$ cat src/rtl/imm_gen_pipe.sv
// Immediate generator with a two-entry valid/ready output buffer (main + skid).
// in_ready is registered, so out_ready never reaches the upstream handshake combinationally.
module imm_gen_pipe #(
    parameter int unsigned XLEN  = 32,
    parameter int unsigned TAG_W = 5
) (
    input  logic             clk,
    input  logic             rst_n,
    input  logic             flush,
    input  logic             in_valid,
    output logic             in_ready,
    input  logic [31:0]      Instr_Rd,
    input  logic [2:0]       ImmSrc,
    input  logic [TAG_W-1:0] in_tag,
    output logic             out_valid,
    input  logic             out_ready,
    output logic [XLEN-1:0]  ImmExt,
    output logic [TAG_W-1:0] out_tag,
    output logic             ImmIllegal
);

    localparam int unsigned ShamtW = 6;

    typedef struct packed {
        logic [XLEN-1:0]  imm;
        logic [TAG_W-1:0] tag;
        logic             ill;
    } entryT;

    typedef enum logic [1:0] {EMPTY, ONE, TWO} stateT;

    stateT stateQ;
    stateT stateNext;
    entryT mainQ;
    entryT skidQ;
    entryT inEntry;
    logic  inReadyQ;

    logic [31:0]       imm32;
    logic [ShamtW-1:0] shamt;
    logic              signExt;
    logic              illComb;
    logic              accept;
    logic              consume;
    logic              loadMainIn;
    logic              loadMainSkid;
    logic              loadSkid;

    // Opcode bits never contribute to any immediate format.
    logic unusedOpcode;
    assign unusedOpcode = ^Instr_Rd[6:0];

    assign shamt = (XLEN == 64) ? Instr_Rd[25:20] : {1'b0, Instr_Rd[24:20]};

    // Immediate decode into a 32-bit value, then sign- or zero-extend to XLEN.
    always_comb begin
        imm32   = '0;
        signExt = 1'b1;
        illComb = 1'b0;
        case (ImmSrc)
            3'b000: imm32 = {{20{Instr_Rd[31]}}, Instr_Rd[31:20]};
            3'b001: imm32 = {{20{Instr_Rd[31]}}, Instr_Rd[31:25], Instr_Rd[11:7]};
            3'b010: imm32 = {{19{Instr_Rd[31]}}, Instr_Rd[31], Instr_Rd[7],
                             Instr_Rd[30:25], Instr_Rd[11:8], 1'b0};
            3'b011: imm32 = {Instr_Rd[31:12], 12'h000};
            3'b100: imm32 = {{11{Instr_Rd[31]}}, Instr_Rd[31], Instr_Rd[19:12],
                             Instr_Rd[20], Instr_Rd[30:21], 1'b0};
            3'b101: begin
                imm32   = {26'd0, shamt};
                signExt = 1'b0;
            end
            default: begin
                imm32   = '0;
                signExt = 1'b0;
                illComb = 1'b1;
            end
        endcase
    end

    always_comb begin
        inEntry     = '0;
        inEntry.imm = signExt ? XLEN'($signed(imm32)) : XLEN'(imm32);
        inEntry.tag = in_tag;
        inEntry.ill = illComb;
    end

    assign accept  = in_valid && inReadyQ;
    assign consume = (stateQ != EMPTY) && out_ready;

    always_ff @(posedge clk or negedge rst_n) begin
        if (!rst_n) begin
            stateQ <= EMPTY;
        end else begin
            stateQ <= stateNext;
        end
    end

    // Next state; flush overrides every other transition.
    always_comb begin
        stateNext = stateQ;
        if (flush) begin
            stateNext = EMPTY;
        end else begin
            case (stateQ)
                EMPTY: if (accept) stateNext = ONE;
                ONE: begin
                    if (accept && !consume) begin
                        stateNext = TWO;
                    end else if (!accept && consume) begin
                        stateNext = EMPTY;
                    end
                end
                TWO: if (consume) stateNext = ONE;
                default: stateNext = EMPTY;
            endcase
        end
    end

    // Buffer load controls.
    always_comb begin
        loadMainIn   = 1'b0;
        loadMainSkid = 1'b0;
        loadSkid     = 1'b0;
        if (!flush) begin
            case (stateQ)
                EMPTY: loadMainIn = accept;
                ONE: begin
                    loadMainIn = accept && consume;
                    loadSkid   = accept && !consume;
                end
                TWO: loadMainSkid = consume;
                default: ;
            endcase
        end
    end

    always_ff @(posedge clk or negedge rst_n) begin
        if (!rst_n) begin
            mainQ    <= '0;
            skidQ    <= '0;
            inReadyQ <= 1'b1;
        end else begin
            inReadyQ <= (stateNext != TWO);
            if (loadMainIn) begin
                mainQ <= inEntry;
            end else if (loadMainSkid) begin
                mainQ <= skidQ;
            end
            if (loadSkid) begin
                skidQ <= inEntry;
            end
        end
    end

    assign in_ready   = inReadyQ;
    assign out_valid  = (stateQ != EMPTY);
    assign ImmExt     = mainQ.imm;
    assign out_tag    = mainQ.tag;
    assign ImmIllegal = mainQ.ill;

endmodule

$ cat config.mk
export PLATFORM = sky130hd
export DESIGN_NAME = imm_gen_pipe
export DESIGN_NICKNAME = d
export VERILOG_FILES = /design/src/rtl/imm_gen_pipe.sv
export SDC_FILE = /design/constraint.sdc
export NUM_CORES = 1
export LEC_CHECK = 0
export ABC_AREA = 0
export BUFFER_PORTS_ARGS = -buffer_cell sky130_fd_sc_hd__buf_4
export CORE_MARGIN = 1.5
export CORE_UTILIZATION = 30
export CTS_CLUSTER_DIAMETER = 30
export DETAILED_ROUTE_END_ITERATION = 10
export GPL_ROUTABILITY_DRIVEN = 0
export PLACE_DENSITY_LB_ADDON = 0.25
export SETUP_SLACK_MARGIN = 0.3
export SKIP_LAST_GASP = 1
export SYNTH_ARGS = -nofsm -noshare
export SYNTH_HDL_FRONTEND = slang
export SYNTH_SLANG_ARGS = --single-unit
$ cat constraint.sdc
create_clock -name clk -period 3.5 [get_ports clk]
set_clock_uncertainty 0.2 [all_clocks]
set_input_delay 0.525 -clock clk [delete_from_list [all_inputs] [get_ports clk]]
set_output_delay 0.525 -clock clk [all_outputs]
set_load 0.05 [all_outputs]
; ---- Word level (Yosys, flattened, before mapping)
; Cells that the tools add are included.
[totals]
register_bits = 79
inputBits = 45
out_inout_bits = 40
elab_cells = 44
[op_classes]
n_eq_ne = 8
mux = 16
n_reduce_logical = 12
[ops]
columns = operator, n
row1 = case mux 32 bit (6 select lines), 1
row2 = two-way mux 38 bit, 2
row3 = two-way mux 2 bit, 5
row4 = "equality test 3 x 2 -> 1 bit, second input constant", 2
row5 = "equality test 3 bit, second input constant", 2
row6 = two-way mux 1 bit, 6
row7 = case mux 2 bit (3 select lines), 1
row8 = OR reduction 6 bit, 1
row9 = logical AND 1 bit, 5
row10 = nonzero test 2 bit, 2
row11 = "equality test 3 x 1 -> 1 bit, second input constant", 1
row12 = logical NOT 3 bit, 1
row13 = "equality test 2 x 1 -> 1 bit, second input constant", 1
row14 = "equality test 2 bit, second input constant", 1
row15 = logical NOT 1 bit, 2
row16 = logical NOT 2 bit, 1
row17 = "inequality test 2 bit, second input constant", 1
row18 = case mux 1 bit (2 select lines), 1

; ---- Depth between registers and ports, before layout
[logic_depth]
ltp_word = 8
ltp_mapped = 6
ltp_nobuf = 4

; ---- Least setup slack after synthesis
; OpenSTA, ideal clock, no wires.
[synth_path]
path_type = reg2reg
startpoint = register inReadyQ, in the netlist in_ready
endpoint = register skidQ[32] (netlist name)
setup_time_ps = 82
arrival_ps = 1662
t_required_ps = 3218
path_slack_ps = 1556
stages_incl_launch_ff = 6
path_buffers = 1
synth_period_minus_slack_ps = 1944
cell_sequence = dfstp_2 -> nand2_2 -> nor4_4 -> buf_2 -> nor2_1 -> a31oi_1
[synth_between]
elab_chain_cells = 4
[synth_lines]
columns = element, line
row1 = "start, declared", 37  ; logic inReadyQ;
row2 = "start signal, assigned", 143  ; inReadyQ <= (stateNext != TWO);
row3 = logical AND 1 bit, 87  ; assign accept = in_valid && inReadyQ;
row4 = logical AND 1 bit, 129  ; loadSkid = accept && !consume;
row5 = two-way mux 1 bit, 125  ; case (stateQ)
row6 = two-way mux 1 bit, 124  ; if (!flush) begin
row7 = "end signal, assigned", 150  ; skidQ <= inEntry;
row8 = "end, declared", 35  ; entryT skidQ;
; No other way between the ends.
; A chain may end at the register's enable or synchronous reset.

; ---- Worst setup path after layout
[layout_path]
startpoint = register stateQ[1]
endpoint = register mainQ (netlist bit ImmExt[14])
[layout_between]
elab_chain_cells = 6
word_cells_on_any_way = 12
cone_classes = eq/ne: 2 / mux: 5 / reduce/logical: 5
[layout_lines]
columns = element, line
row1 = "start, declared", 32  ; stateT stateQ;
row2 = "start signal, assigned", 94  ; stateQ <= stateNext;
row3 = nonzero test 2 bit, 88  ; assign consume = (stateQ != EMPTY) && out_ready;
row4 = logical AND 1 bit, 88
row5 = logical AND 1 bit, 128  ; loadMainIn = accept && consume;
row6 = case mux 1 bit (2 select lines), 125
row7 = two-way mux 1 bit, 124
row8 = two-way mux 38 bit or nonzero test 2 bit (tied branches), n/a
row9 = "end signal, assigned", 145  ; mainQ <= inEntry;
row10 = "end signal, assigned", 147  ; mainQ <= skidQ;
row11 = "end, declared", 34  ; entryT mainQ;
; Several ways; a longest one is shown, not always the timed one.

==> results by group <==
Synth
  • Post-synthesis compound-gate area fraction: between 20 and 25%
  • Simple-gate area share of the yosys netlist: around 14%
  • Number of flops mapped to enable cells by yosys: 0
  • Syn Nets: about 400
  • Post-synthesis mux area share: roughly 1.1%
  • Post-Syn Instances: between 300 and 400
  • Yosys top cell area share: between 50 and 60%
  • #FFs+latches synth: 79
  • FFs w/ async S/R, synth: 100%
  • Yosys top cell by area: dfrtp_1
  • Largest cells by area after synthesis: dfrtp_1, nand2_1, a22oi_1
  • Mapped cell area: 3590 um2
  • Synth Area in XOR/XNOR: less than 1%
  • Ys Warns: 0
  • Seq/Total Area, Yosys: 55.1%
  • Adder-cell share of the synthesized area: less than 1%
  • Synth Flop Type: dfrtp_1
  • Synth cell types: 45
  • Largest family of logic cells by synthesized area: compound AO/OA/AOI/OAI gates
  • Mean Syn Cell Area: ~10 um2

Finish
  • NumNets Final: between 400 and 500
  • Fin area: roughly 4600 um2
  • Layout cells sized above 1: around 25%
  • Area Overhead vs Synth: 28.7%
  • Final Util: between 30 and 40%
  • Final Non-Filler Cells: roughly 570
  • Commonest non-fill, non-tap cell in the layout: buf_4
  • Most frequent cells in the layout: buf_4, dfrtp_1, nand2_1
  • # diodes: 0

Worst setup path
  • Slowest cell on crit path: nand4_1
  • Worst Path Arrival: about 2.5 ns
  • CP required: 3.55 ns
  • Worst R2R Start: stateQ[1]
  • Critical Path Max Stage Delay: between 0.8 and 0.9 ns
  • Critical Path Fanout Max: 18
  • Critical Path End Type: register
  • CP Cell Sequence: nor2_2 > nand4_1 > buf_4 > o21ai_1
  • Worst Path Buf+Inv: 1
  • WS Path Type: register to register
  • Crit path launch type: register
  • Crit path from: stateQ[1]
  • Top cell family by delay on the critical path: simple AND/OR/NAND/NOR gates

CTS
  • CTS clk-pin slew, worst paths: approximately 0.06 ns
  • Clock Path Buffers: 2
  • Post-CTS Setup Inserts: 0
  • Total clock sinks: a little under 80
  • CTS tree: yes
  • Post-CTS sizing: 0
  • H-tree levels: 3
  • CTS root buffer: clkbuf_16
  • Worst skew pair latency: around 0.33 ns
  • CTS buffer count: 9
  • CTS Hold Bufs: 0

STA
  • RSZ-0062 raised after global routing: no
  • WHS: roughly 0.15 ns
  • Fin. Hold Viols: 0
  • Final worst-path cycle share: 71.2%
  • Final worst slack: approximately 1.0 ns
  • Peak Freq: about 400 MHz
  • Fin Setup TNS: 0 ns
  • Final min period: 2.49 ns
  • Final number of setup-violating endpoints: 0
  • Final max-slew violation count: 0
  • Worst slew margin: about a third
  • Worst slew pin tran: ~1 ns

Pwr
  • Maximum VDD drop: 0.000273 V
  • LEAKAGE: between 2 and 2.5 nW
  • Power after layout: ~3.1 mW
  • Pwr/cell area: 665 nW/um2

Status
  • Status: finished with violations
  • Failing checks: design-rule violations

Die
  • I/O pin count: 85
  • Initial Util: between 30% and 40%
  • Die height: between 100 and 150 um
  • Site row count: 39
  • Die width: roughly 110 um
  • Core ar.: 11600 um2
  • Die area: between 10000 and 15000 um2

Placed design
  • Placed Instance Area: 4280 um2
  • Port bufs: 77
  • Post-DP HPWL: ~6200 um
  • Dpl cells: 551
  • Dpl ws: approximately 0.9 ns

Drt
  • DRC: 4
  • WL/cell: 17.0 um
  • Vias/cell: between 5 and 6
  • Initial detailed-routing violation count: 226
  • Drt pass-1 iters: 7
  • Number of routed nets with antenna violations: 0
  • Post-Route WL: around 9700 um
  • Total number of vias: 3015

GRT
  • Total grt overflow: 0
  • Initial antenna violation count: 0
  • GRT Total Usage: 16.0%
  • Number of global-route vias before repair: roughly 3000
  • First-pass GRT wire length: 15900 um
  • Pin count of the biggest net entering global routing: 80

Worst hold path
  • Hold/Removal Path Class: primary input to async pin

Job
  • Max-Cap Viols: 0
## where the power goes
part / internal, mW / switching [mW] / total (mW)
sequential: 1.11 / 0.115 / 1.22
clock: 0.718 / 0.357 / 1.07
combinational: 0.269 / 0.507 / 0.776
total: 2.10 / 0.979 / 3.07
## logic make-up after synthesis
kind of cell	Yosys count
AO/OA/AOI/OAI	125
AND/OR/NAND/NOR	103
flip-flops	79
buffers and inverters	38
multiplexers	4
XOR/XNOR	1
adder cells (fa/ha/maj)	1
## path summary, 6_finish.rpt
path,slack [ns],depth (start not counted),end
max,1.01,4,ImmExt[14]
min,0.15,1,stateQ[0]
max reg2reg,1.01,4,ImmExt[14]
min reg2reg,0.27,2,ImmExt[8]
max in group asynchronous,2.29,1,ImmExt[19]
min in group clk,0.20,3,skidQ[5]
## cell type report
class | count | area (um2)
clock inverters | 3 | 90.1
well taps | 143 | 179
flip-flops and latches | 79 | 1980
multi-input cells | 234 | 1450
repair buffers | 84 | 631
clock buffers | 13 | 250
fillers | 1137 | 6940
inverters | 11 | 41.3
## cells in the mapped netlist (8+ instances only)
| cell | n |
|---|---|
| a31oi_1 | 18 |
| dfrtp_1 | 78 |
| a22oi_1 | 22 |
| clkbuf_1 | 10 |
| nor2_1 | 16 |
| a221o_1 | 11 |
| nand2_1 | 65 |
| o21ai_0 | 15 |
| o311a_1 | 8 |
| o21ai_1 | 16 |
| inv_1 | 11 |
| a21oi_1 | 14 |
| buf_2 | 15 |
## registers in the layout (all words and copies together) (netlist names)
| register | cells |
|---|---|
| ImmIllegal | 1 |
| skidQ | 38 |
| in_ready | 1 |
| ImmExt | 32 |
| out_tag | 5 |
| stateQ | 2 |
## routing by layer
metal,share of wire (%),track usage [%],vias to the layer above
li1,-,-,1417
met1,47,22.6,1496
met2,47,24.5,100
met3,6.2,4.32,2
met4,0.24,4.22,0
met5,0,0,-
(Power assumes the default switching activity.)
